<file path="config.mk">
export PLATFORM = sky130hd
export DESIGN_NAME = uart_tx_ctrl
export DESIGN_NICKNAME = d
export VERILOG_FILES = /design/src/rtl/uart_pkg.sv /design/src/rtl/uart_baud_tick.sv /design/src/rtl/uart_tx_ctrl.sv
export SDC_FILE = /design/constraint.sdc
export NUM_CORES = 1
export LEC_CHECK = 0
export CAP_MARGIN = 10
export CELL_PAD_IN_SITES_DETAIL_PLACEMENT = 0
export CELL_PAD_IN_SITES_GLOBAL_PLACEMENT = 2
export CORE_ASPECT_RATIO = 0.7
export CORE_MARGIN = 2
export CORE_UTILIZATION = 36
export CTS_CLUSTER_DIAMETER = 40
export CTS_CLUSTER_SIZE = 40
export DETAILED_ROUTE_END_ITERATION = 6
export PLACE_DENSITY = 0.91
export SLEW_MARGIN = 20
export SYNTH_ARGS = -nofsm -noshare
export SYNTH_HDL_FRONTEND = slang
export SYNTH_SLANG_ARGS = --single-unit
</file>
<file path="constraint.sdc">
create_clock -name clock -period 3.3 [get_ports clock]
set_input_delay 0.33 -clock clock [delete_from_list [all_inputs] [get_ports clock]]
set_output_delay 0.33 -clock clock [all_outputs]
set_load 0.02 [all_outputs]
</file>
<file path="src/rtl/uart_pkg.sv">
// Line-level UART definitions shared by the transmit and receive controllers.
package uart_pkg;

    typedef enum logic [2:0] {
        TX_IDLE,
        TX_START,
        TX_DATA,
        TX_PARITY,
        TX_STOP
    } tx_state_t;

    localparam logic MARK  = 1'b1;
    localparam logic SPACE = 1'b0;

endpackage

</file>
<file path="src/rtl/uart_baud_tick.sv">
// Bit-period timer: counts 0..CLKS_PER_BIT-1, flags the terminal count and the cycle before it.
module uart_baud_tick #(
    parameter int CLKS_PER_BIT = 16
) (
    input  logic clock,
    input  logic reset,
    input  logic clear,
    output logic bit_tick,
    output logic pre_tick
);

    localparam int CW = $clog2(CLKS_PER_BIT);

    logic [CW-1:0] count;

    always_ff @(posedge clock) begin
        if (!reset || clear) begin
            count <= '0;
        end else if (bit_tick) begin
            count <= '0;
        end else begin
            count <= count + 1'b1;
        end
    end

    assign bit_tick = (count == CW'(CLKS_PER_BIT - 1));
    // Lets the controller register done so it lands on the final cycle of the frame.
    assign pre_tick = (count == CW'(CLKS_PER_BIT - 2));

endmodule

</file>
<file path="src/rtl/uart_tx_ctrl.sv">
// UART transmit sequencer: start bit, LSB-first data, optional parity, one or two stop bits.
module uart_tx_ctrl
    import uart_pkg::*;
#(
    parameter int CLKS_PER_BIT = 16,
    parameter int DATA_BITS    = 8,
    parameter int PARITY_EN    = 0,
    parameter int PARITY_ODD   = 0,
    parameter int STOP_BITS    = 1
) (
    input  logic                 clock,
    input  logic                 reset,
    input  logic [DATA_BITS-1:0] tx_data,
    input  logic                 tx_valid,
    output logic                 tx_ready,
    output logic                 tx,
    output logic                 busy,
    output logic                 done
);

    localparam logic       HAS_PARITY = (PARITY_EN != 0);
    localparam logic       ODD        = (PARITY_ODD != 0);
    localparam logic       LAST_STOP  = (STOP_BITS == 2);
    localparam logic [3:0] LAST_BIT   = 4'(DATA_BITS - 1);

    tx_state_t            state;
    logic [DATA_BITS-1:0] shreg;
    logic                 parity_bit;
    logic [3:0]           bit_idx;
    logic                 stop_idx;
    logic                 bit_tick;
    logic                 pre_tick;

    uart_baud_tick #(
        .CLKS_PER_BIT(CLKS_PER_BIT)
    ) u_baud (
        .clock   (clock),
        .reset   (reset),
        .clear   (state == TX_IDLE),
        .bit_tick(bit_tick),
        .pre_tick(pre_tick)
    );

    always_ff @(posedge clock) begin
        if (!reset) begin
            state      <= TX_IDLE;
            tx         <= MARK;
            tx_ready   <= 1'b1;
            busy       <= 1'b0;
            done       <= 1'b0;
            shreg      <= '0;
            parity_bit <= 1'b0;
            bit_idx    <= '0;
            stop_idx   <= 1'b0;
        end else begin
            done <= 1'b0;
            case (state)
                TX_IDLE: begin
                    if (tx_valid) begin
                        shreg      <= tx_data;
                        parity_bit <= ^tx_data ^ ODD;
                        state      <= TX_START;
                        tx         <= SPACE;
                        tx_ready   <= 1'b0;
                        busy       <= 1'b1;
                    end
                end
                TX_START: begin
                    if (bit_tick) begin
                        state   <= TX_DATA;
                        bit_idx <= '0;
                        tx      <= shreg[0];
                    end
                end
                TX_DATA: begin
                    if (bit_tick) begin
                        if (bit_idx == LAST_BIT) begin
                            bit_idx <= '0;
                            if (HAS_PARITY) begin
                                state <= TX_PARITY;
                                tx    <= parity_bit;
                            end else begin
                                state    <= TX_STOP;
                                stop_idx <= 1'b0;
                                tx       <= MARK;
                            end
                        end else begin
                            // tx is registered, so it takes the bit that becomes shreg[0] after this shift.
                            bit_idx <= bit_idx + 4'd1;
                            shreg   <= shreg >> 1;
                            tx      <= shreg[1];
                        end
                    end
                end
                TX_PARITY: begin
                    if (bit_tick) begin
                        state    <= TX_STOP;
                        stop_idx <= 1'b0;
                        tx       <= MARK;
                    end
                end
                TX_STOP: begin
                    if (pre_tick && stop_idx == LAST_STOP) begin
                        done <= 1'b1;
                    end
                    if (bit_tick) begin
                        if (stop_idx == LAST_STOP) begin
                            state    <= TX_IDLE;
                            tx_ready <= 1'b1;
                            busy     <= 1'b0;
                            stop_idx <= 1'b0;
                        end else begin
                            stop_idx <= 1'b1;
                        end
                    end
                end
                default: begin
                    state    <= TX_IDLE;
                    tx       <= MARK;
                    tx_ready <= 1'b1;
                    busy     <= 1'b0;
                end
            endcase
        end
    end

endmodule

</file>
==> qor.txt <==
Outcome: completed
Hold Path Class: reg -> reg
CTS Buf Count: 3
# setup viols final: 0
Gr usage total: 15.7%
RSZ-0062 raised after global routing: false
Cell count after placement: 166
CP Data Required Time: 3.51 ns
Commonest non-fill, non-tap cell in the layout: dfxtp_1
Largest net degree at the start of global routing: 20
Main flop type after synthesis: dfxtp_1
Non-Filler Instances: 170
Die area: 3700 um^2
Top cell type's share of synthesized area: 39.7%
H-tree depth: 1
CTS tree: done
Worst-Skew Late Latency: 0.26 ns
Post-CTS Setup Bufs: 0
Pleak: 0.466 nW
Syn Area/Cell: 9.68 um^2
Tmin final: 1.77 ns
Ant. Diodes: 0
Die X: 71.9 um
Ys async rst share: 0%
Final hold violation count: 0
Area leader, netlist: dfxtp_1
Avg Vias per Cell: 5.86
Placed wire-length estimate: 1850 um
PD cells: 411 nW/um^2
Final antenna-violating net count: 0
Area grow syn2layout: 17.5%
CP Class: reg -> reg
Max-cap violations: 0
Top cells by area, synth: dfxtp_1, o221a_1, o221a_2
First drt pass iteration count: 4
Crit path capture type: flip-flop
Root Buffer: clkbuf_8
Fmax: 566 MHz
Sink Count: 23
Skew final: 0.00703 ns
Resized cells post-CTS: 0
DR iter-0 viols: 50
Layout cells sized above 1: 11.4%
Initial antenna violation count: 0
Ports: 15
Most frequent cells in the layout: dfxtp_1, clkdlybuf4s50_1, nor2_1, o221a_1, o221a_2
Worst-path maximum fanout: 10
Netlist cell types: 40
Gpl congestion: 0.804
Worst IR Drop VDD: 0.000162 V
Tcrit/Tclk final: 53.5%
Vias in the first global route: 928
Core ar.: 3110 um^2
CTS Buffer Depth: 2
FP Rows: 17
WL per Instance: 15.7 um
CP arrival: 1.97 ns
Final Max Slew Viols: 0
Grt ovf: 0
Pwr Total: 0.560 mW
Flops & latches, synth: 23
# DRC: 0
Hold buffer count at cts: 0
Total Wirelength: 2680 um
Worst-path clk slew: 0.09 ns
Max-slew headroom: 55.6%
Syn Std Cell Area: 1160 um^2
CP Launch Type: flip-flop
Setup TNS: 0 ns
Register area share after synthesis: 39.7%
Vias: 996
Ys Warns: 0
Syn Inst Count: 120
Port Buffers: 14
Final nets: 147
First-pass GRT wire length: 4510 um
Initial Util: 37.4%
Syn Nets: 134
Die Ht: 51.5 um
Worst slew pin tran: 0.663 ns
Post-synth EDFFs: 0
worst max-delay path, cell delays in order, from the launching register on:
cell,delay (ns)
dfxtp_1,0.38
ha_1,0.24
nand3_2,0.23
o31ai_2,0.58
o221a_2,0.28
final cells by class:
type,count,area [um^2]
multi-input cells,84,641
repair buffers,15,148
well taps,38,47.5
inverters,6,22.5
flip-flops and latches,23,460
fillers,298,1740
clock buffers,4,45.0
synthesized netlist by cell type (4+ instances only):
cell type and number:
a21oi_1 5, nand2_1 5, nor2_1 7, o221a_2 7, nand3_1 4, o221a_1 7, inv_1 6, dfxtp_1 23
logic make-up (layout without fill, tap and decap cells):
| family | Yosys count | in the layout | synth area share [%] |
|---|---|---|---|
| buf+inv | 13 | 25 | 5.17 |
| xor+xnor | 3 | 3 | 2.26 |
| fa+ha+maj | 3 | 3 | 3.23 |
| compound gates | 42 | 42 | 31.5 |
| simple gates | 36 | 36 | 18.2 |
| flops | 23 | 23 | 39.7 |
per-layer routing:
metal	vias up	part of all wire, %	GRT usage (%)
li1	498	-	-
met1	477	52	23.0
met2	19	42	23.0
met3	2	5.0	4.07
met4	0	0.52	3.77
met5	-	0	0
through the flow:
step | setup WS [ns] | area [um^2] | hold slack [ns] | utilization [%]
CTS | 1.53 | 1360 | 0.485 | 43.9
floorplan | 1.81 | 1160 | 0.430 | -
detailed placement | 1.28 | 1320 | 0.470 | 42.5
global route | 1.39 | 1360 | 0.501 | 43.9
finish | 1.53 | 1360 | 0.480 | 43.9
global placement | 1.31 | 1320 | 0.444 | 42.5
sequential cells by signal, indices dropped and copies added, names as in the netlist:
| register | cells |
|---|---|
| u_baud.count | 4 |
| tx | 1 |
| bit_idx | 4 |
| done | 1 |
| shreg | 8 |
| state | 3 |
| tx_ready | 1 |
| busy | 1 |
final timing paths:
kind	slack (ns)	startpoint	cells after the start	to
max	1.53	u_baud.count[0]$_SDFF_PP0_	4	shreg[2]$_SDFFE_PN0P_
min	0.48	u_baud.count[0]$_SDFF_PP0_	1	u_baud.count[0]$_SDFF_PP0_
max reg2reg	1.53	u_baud.count[0]$_SDFF_PP0_	4	shreg[2]$_SDFFE_PN0P_
min reg2reg	0.48	u_baud.count[0]$_SDFF_PP0_	1	u_baud.count[0]$_SDFF_PP0_
report_power, final:
part	switching, mW	leakage (nW)	internal, mW
Clock	0.0906	0.0228	0.0862
Combinational	0.0352	0.255	0.0430
Sequential	0.0137	0.188	0.292
(Power assumes the default switching activity.)
